### config.mk
export PLATFORM = sky130hd
export DESIGN_NAME = operand_gen_bypass
export DESIGN_NICKNAME = d
export VERILOG_FILES = /design/src/rtl/operand_gen_bypass.sv
export SDC_FILE = /design/constraint.sdc
export NUM_CORES = 1
export LEC_CHECK = 0
export ABC_AREA = 1
export ABC_CLOCK_PERIOD_IN_PS = 6400
export CORE_ASPECT_RATIO = 0.6
export CORE_MARGIN = 10
export CORE_UTILIZATION = 48
export CTS_CLUSTER_DIAMETER = 50
export DETAILED_ROUTE_END_ITERATION = 8
export PLACE_DENSITY = 0.87
export SLEW_MARGIN = 20
export SYNTH_ARGS = -nofsm -noshare
export SYNTH_HDL_FRONTEND = slang
export SYNTH_SLANG_ARGS = --single-unit
### constraint.sdc
create_clock -name clk -period 6.4 [get_ports clk]
set_input_delay 1.6 -clock clk [delete_from_list [all_inputs] [get_ports clk]]
set_output_delay 1.6 -clock clk [all_outputs]
set_load 0.01 [all_outputs]
### src/rtl/operand_gen_bypass.sv
// operand_gen_bypass
// ID-stage operand generator with EX/MEM result bypassing and load-use
// stall detection. Both ALU operands are formed from a select code,
// regfile data, the immediate and the link address (PC + 8). They are
// then registered into the ID/EX boundary behind a valid/ready handshake.
//
// Configuration macro: OPGEN_MEM_BYPASS_EN
//   defined   -> MEM-stage results are forwarded to the operands.
//   undefined -> no MEM forwarding. A used source that matches a MEM
//                producer stalls until the regfile write has landed.
//
// Ports:
//   clk, rst                   clock, synchronous active-high reset
//   id_valid / id_ready        decoded instruction handshake
//   addr, imm                  instruction PC and raw 16-bit immediate
//   sel_1, sel_2               operand source select codes
//   rs_addr_1/2, reg_data_1/2  source register indices and regfile data
//   ex_wen, ex_is_load, ex_waddr, ex_wdata   EX-stage producer
//   mem_wen, mem_waddr, mem_wdata            MEM-stage producer
//   ex_ready                   EX consumes the registered operands
//   flush                      kill ID/EX contents and the current input
//   out_valid, operand_1/2     registered operands
//   load_stall                 combinational load-use stall indicator
//   stall_count                saturating count of load_stall cycles
module operand_gen_bypass #(
    parameter int DATA_WIDTH     = 32,
    parameter int ADDR_WIDTH     = 32,
    parameter int REG_ADDR_WIDTH = 5,
    parameter int CNT_WIDTH      = 16
) (
    input  logic                      clk,
    input  logic                      rst,
    input  logic                      id_valid,
    output logic                      id_ready,
    input  logic [ADDR_WIDTH-1:0]     addr,
    input  logic [15:0]               imm,
    input  logic [1:0]                sel_1,
    input  logic [2:0]                sel_2,
    input  logic [REG_ADDR_WIDTH-1:0] rs_addr_1,
    input  logic [REG_ADDR_WIDTH-1:0] rs_addr_2,
    input  logic [DATA_WIDTH-1:0]     reg_data_1,
    input  logic [DATA_WIDTH-1:0]     reg_data_2,
    input  logic                      ex_wen,
    input  logic                      ex_is_load,
    input  logic [REG_ADDR_WIDTH-1:0] ex_waddr,
    input  logic [DATA_WIDTH-1:0]     ex_wdata,
    input  logic                      mem_wen,
    input  logic [REG_ADDR_WIDTH-1:0] mem_waddr,
    input  logic [DATA_WIDTH-1:0]     mem_wdata,
    input  logic                      ex_ready,
    input  logic                      flush,
    output logic                      out_valid,
    output logic [DATA_WIDTH-1:0]     operand_1,
    output logic [DATA_WIDTH-1:0]     operand_2,
    output logic                      load_stall,
    output logic [CNT_WIDTH-1:0]      stall_count
);

    // Per-operand views so both source paths come from one generate loop.
    logic [REG_ADDR_WIDTH-1:0] rs_addr  [2];
    logic [DATA_WIDTH-1:0]     reg_data [2];
    logic [DATA_WIDTH-1:0]     src_data [2];
    logic                      src_wait [2];
    logic [1:0]                src_used;

    assign rs_addr[0]  = rs_addr_1;
    assign rs_addr[1]  = rs_addr_2;
    assign reg_data[0] = reg_data_1;
    assign reg_data[1] = reg_data_2;
    assign src_used    = {sel_2 == 3'd1, sel_1 == 2'd1};

    genvar gi;
    generate
        for (gi = 0; gi < 2; gi++) begin : g_src
            logic nonzero;
            logic ex_hit;
            logic mem_hit;

            assign nonzero = |rs_addr[gi];
            assign ex_hit  = ex_wen && (ex_waddr == rs_addr[gi]);
            assign mem_hit = mem_wen && (mem_waddr == rs_addr[gi]);

`ifdef OPGEN_MEM_BYPASS_EN
            assign src_data[gi] = !nonzero                ? reg_data[gi] :
                                  (ex_hit && !ex_is_load) ? ex_wdata     :
                                  mem_hit                 ? mem_wdata    :
                                                            reg_data[gi];
            assign src_wait[gi] = nonzero && ex_hit && ex_is_load;
`else
            assign src_data[gi] = (nonzero && ex_hit && !ex_is_load) ? ex_wdata
                                                                     : reg_data[gi];
            // An EX match shadows any older MEM value, so a MEM match only
            // has to wait when EX does not own the register.
            assign src_wait[gi] = nonzero && (ex_hit ? ex_is_load : mem_hit);
`endif
        end
    endgenerate

`ifndef OPGEN_MEM_BYPASS_EN
    logic unused_mem_wdata;
    assign unused_mem_wdata = ^mem_wdata;
`endif

    logic hazard;
    assign hazard     = id_valid && ((src_used[0] && src_wait[0]) ||
                                     (src_used[1] && src_wait[1]));
    assign load_stall = hazard;

    // Link address wraps within the PC width, then zero-extends.
    logic [ADDR_WIDTH-1:0] link_addr;
    logic [DATA_WIDTH-1:0] link_data;
    logic [DATA_WIDTH-1:0] imm_sext;
    logic [DATA_WIDTH-1:0] imm_zext;
    logic [DATA_WIDTH-1:0] imm_high;

    assign link_addr = addr + ADDR_WIDTH'(8);
    assign link_data = DATA_WIDTH'(link_addr);
    assign imm_sext  = {{(DATA_WIDTH-16){imm[15]}}, imm};
    assign imm_zext  = {{(DATA_WIDTH-16){1'b0}}, imm};
    assign imm_high  = DATA_WIDTH'({imm, 16'h0000});

    logic [DATA_WIDTH-1:0] op1_mux;
    logic [DATA_WIDTH-1:0] op2_mux;

    always_comb begin
        op1_mux = '0;
        case (sel_1)
            2'd1:    op1_mux = src_data[0];
            2'd2:    op1_mux = link_data;
            default: op1_mux = '0;
        endcase
    end

    always_comb begin
        op2_mux = '0;
        case (sel_2)
            3'd1:    op2_mux = src_data[1];
            3'd2:    op2_mux = imm_sext;
            3'd3:    op2_mux = imm_zext;
            3'd4:    op2_mux = imm_high;
            default: op2_mux = '0;
        endcase
    end

    logic                  out_valid_reg,   out_valid_next;
    logic [DATA_WIDTH-1:0] operand_1_reg,   operand_1_next;
    logic [DATA_WIDTH-1:0] operand_2_reg,   operand_2_next;
    logic [CNT_WIDTH-1:0]  stall_count_reg, stall_count_next;

    assign id_ready = !hazard && (!out_valid_reg || ex_ready);

    always_comb begin
        out_valid_next   = out_valid_reg;
        operand_1_next   = operand_1_reg;
        operand_2_next   = operand_2_reg;
        stall_count_next = stall_count_reg;

        if (hazard && (stall_count_reg != '1)) begin
            stall_count_next = stall_count_reg + CNT_WIDTH'(1);
        end

        if (flush) begin
            out_valid_next = 1'b0;
        end else if (out_valid_reg && !ex_ready) begin
            // Backpressure: hold everything, even when a hazard is present.
        end else if (id_valid && id_ready) begin
            out_valid_next = 1'b1;
            operand_1_next = op1_mux;
            operand_2_next = op2_mux;
        end else begin
            // Bubble: operands keep their stale values behind out_valid=0.
            out_valid_next = 1'b0;
        end
    end

    always_ff @(posedge clk) begin
        if (rst) begin
            out_valid_reg   <= 1'b0;
            operand_1_reg   <= '0;
            operand_2_reg   <= '0;
            stall_count_reg <= '0;
        end else begin
            out_valid_reg   <= out_valid_next;
            operand_1_reg   <= operand_1_next;
            operand_2_reg   <= operand_2_next;
            stall_count_reg <= stall_count_next;
        end
    end

    assign out_valid   = out_valid_reg;
    assign operand_1   = operand_1_reg;
    assign operand_2   = operand_2_reg;
    assign stall_count = stall_count_reg;

endmodule
==> metrics.yaml <==
sta:
  setup_viol_count_final: 0
  fin_skew_ns: 0.0153
  worst_pin_slew_ns: 0.695
  setup_tns_ns: 0
  min_period_over_period_pct: 87.4
  fmax_ghz: 0.179
  hold_viol: 0
  finalMaxSlewViolations: 0
  whs_ns: 0.491
  rsz0062_at_grt: "no"
  post-route-min-period_ns: 5.59
  relSlewSlack_pct: 53.5
yosys:
  syn_area_sq_um: 6980
  avgSynthCellArea_sq_um: 5.43
  synth.most_common_cell: "nand2_1"
  synth_flop_cell: "dfxtp_1"
  synth_edf_count: 0
  ys_seq_area_share_pct: 23.2
  synthTopCellsByCount: "390 x nand2_1, 224 x inv_1, 168 x nor2_1, 135 x nand3_1, 81 x dfxtp_1"
  syn_inst: 1285
  netlist_top_cells_area: "dfxtp_1 23%, nand2_1 21%, inv_1 12%"
  synthArstFlopShare_pct: 0
  yosys.area.top_type_share_pct: 23.2
  synth_seq_cells: 81
  ys_types: 34
  synthesis.nets: 1498
  synth_top_area_cell: "dfxtp_1"
  ys_warn_count: 0
floorplan:
  rows: 34
  ios: 292
  fp.dieW_um: 176
  dieArea_sq_um: 19900
  die_h_um: 113
  core_sq_um: 14400
  initial_core_util_pct: 48.6
setup_path:
  critical_path_arrival_ns: 3.99
  path_common_cell: "nand2_1"
  setup.worst_path.end_class: "output pin"
  r2r_slack_ns: 3.92
  cp_top_family: "buffers and inverters"
  crit_path_cell_trace: "clkdlybuf4s50_1 > inv_2 > nand2_1 > nand2_1 > nor2_1 > nand3_1 > nand2_1 > nand3_1 > nand2_2 > inv_4 > nor2_8 > clkdlybuf4s50_1"
  ff2ff_path_depth: 9
  cp-startpoint: "rs_addr_2[2]"
  start_kind: "input port"
  slowest_stage: "clkdlybuf4s50_1"
  reg2reg_to: "stall_count[8]"
  slowest_delay_ns: 0.60
  cp_max_fo: 19
  worstPathRequired_ns: 4.80
  crit_buf_inv: 4
  worstSetupPathType: "in -> out"
  r2r-start: "stall_count[0]"
route:
  viasPerCell: 5.26
  drtPass1Iterations: 6
  vias: 8993
  drtAntennaViolNets: 0
  routedWlPerCell_um: 17.2
  wirelength_um: 29400
  drc: 0
  detail_route.iter0.violations: 1243
place:
  gp_congestion: 1.01
  io_buffers: 259
  hpwl_um: 23900
  dpl.cell_count: 1692
hold_path:
  min_to: "operand_2[25]"
  hp-start: "operand_2[25]"
  hold_class: "reg -> reg"
  holdPathStages: 2
clock_network:
  cts_buffers: 9
  hold_buffers: 0
  clk_latency_ns: 0.34
  clockBufferDepth: 2
  post_cts_resized: 0
  root_buffer: "clkbuf_16"
  cts_tree: "built"
  path_clk_slew_ns: 0.07
  post-cts-setup-buffers: 0
  numClockSinks: 81
  htree_num_levels: 3
global_routing:
  grt_pass1_vias: 8062
  grt_pass1_wl_um: 45000
  use_met1_pct: 39.7
  met2_usage_pct: 41.0
  overflow: 0
  antenna_found_initial: 1
  met3_usage_pct: 9.70
  grt_busiest_layer: "met2"
  grt_max_degree: 65
  track_usage_pct: 28.4
power:
  leakage_nw: 4.88
  peakVddDrop_mv: 0.159
  power.density_nw_per_um2: 153
flow_run:
  maxCapViolations: 0
layout:
  multi_input_area_sq_um: 4190
  nets: 1718
  area_growth_pct: 42.2
  num-fill-cells: 1341
  drive_gt1_share_pct: 4.57
  area.sequential_sq_um: 1620
  fin_cells: 1710
run_status:
  status: "completed"
[power breakdown]
group	internal, W	total (W)	switching [W]
clock network	0.000278	0.000513	0.000235
registers	0.000532	0.000546	0.0000143
logic	0.000217	0.000459	0.000242
[final cells by class]
class,instances,share of cell area (%)
multi-input combinational,906,42.2
inverter,236,8.95
timing repair buffer,271,27.0
sequential,81,16.3
antenna,2,0.0504
clock inverter,6,0.492
tap,198,2.50
clock buffer,10,2.41
[worst reg2reg max path, delay by kind of cell, from the launching register on]
family	cells	cell delay, ns
AND/OR/NAND/NOR	7	1.53
AO/OA/AOI/OAI	1	0.15
adder cells (fa/ha/maj)	1	0.27
flip-flops	1	0.44
[per-stage QoR]
step / power (W) / area [sq um] / worst slack [ns] / util [%]
after detailed placement: 0.00101 / 9620 / 0.849 / 66.9
final: 0.00152 / 9930 / 0.809 / 69.0
after global routing: 0.00159 / 9920 / 0.634 / 69.0
after global placement: 0.00100 / 9620 / 0.864 / 66.9
after CTS: 0.00151 / 9910 / 0.847 / 68.9
after floorplan: 0.000764 / 6980 / 2.01 / -
[cells by family (layout without fill, tap and decap cells)]
kind of cell	Yosys count	in the layout	synth area share (%)
buffers and inverters	298	523	17.0
AOI/OAI and AO/OA	102	102	8.62
DFF	81	81	23.2
other	0	2	0
and+or+nand+nor	785	785	48.5
xor gates and xnor gates	15	15	1.88
adders and majority gates	4	4	0.717
[layout by cell type (no fill, tap or decap), types with 2 or more instances in the layout]
| cell | instances |
|---|---|
| a21oi_1 | 55 |
| buf_4 | 12 |
| clkbuf_16 | 9 |
| clkdlybuf4s50_1 | 259 |
| clkinvlp_4 | 3 |
| dfxtp_1 | 81 |
| diode_2 | 2 |
| ha_1 | 3 |
| inv_1 | 223 |
| inv_2 | 11 |
| inv_6 | 3 |
| nand2_1 | 390 |
| nand2_2 | 2 |
| nand3_1 | 135 |
| nand3_2 | 4 |
| nand3b_1 | 2 |
| nand4_1 | 49 |
| nor2_1 | 166 |
| nor2_2 | 13 |
| nor3_1 | 14 |
| nor3_2 | 2 |
| o211ai_1 | 30 |
| o21ai_0 | 10 |
| o21bai_1 | 5 |
| or2_2 | 2 |
| xnor2_1 | 4 |
| xor2_1 | 11 |
[per-layer routing]
metal,wire [um],part of all wire (%)
met1,12900,44
met3,3970,13
met5,0,0
met4,630,2.1
met2,12000,41
[how the worst max path moves through the flow]
stage | slack [ns] | to | cells after the start
final | 0.81 | load_stall | 12
after global routing | 0.63 | load_stall | 12
after CTS | 0.85 | load_stall | 12
after detailed placement | 0.85 | load_stall | 12
after global placement | 0.86 | load_stall | 12
after floorplan | 2.01 | id_ready | 10
(Power assumes the default switching activity.)
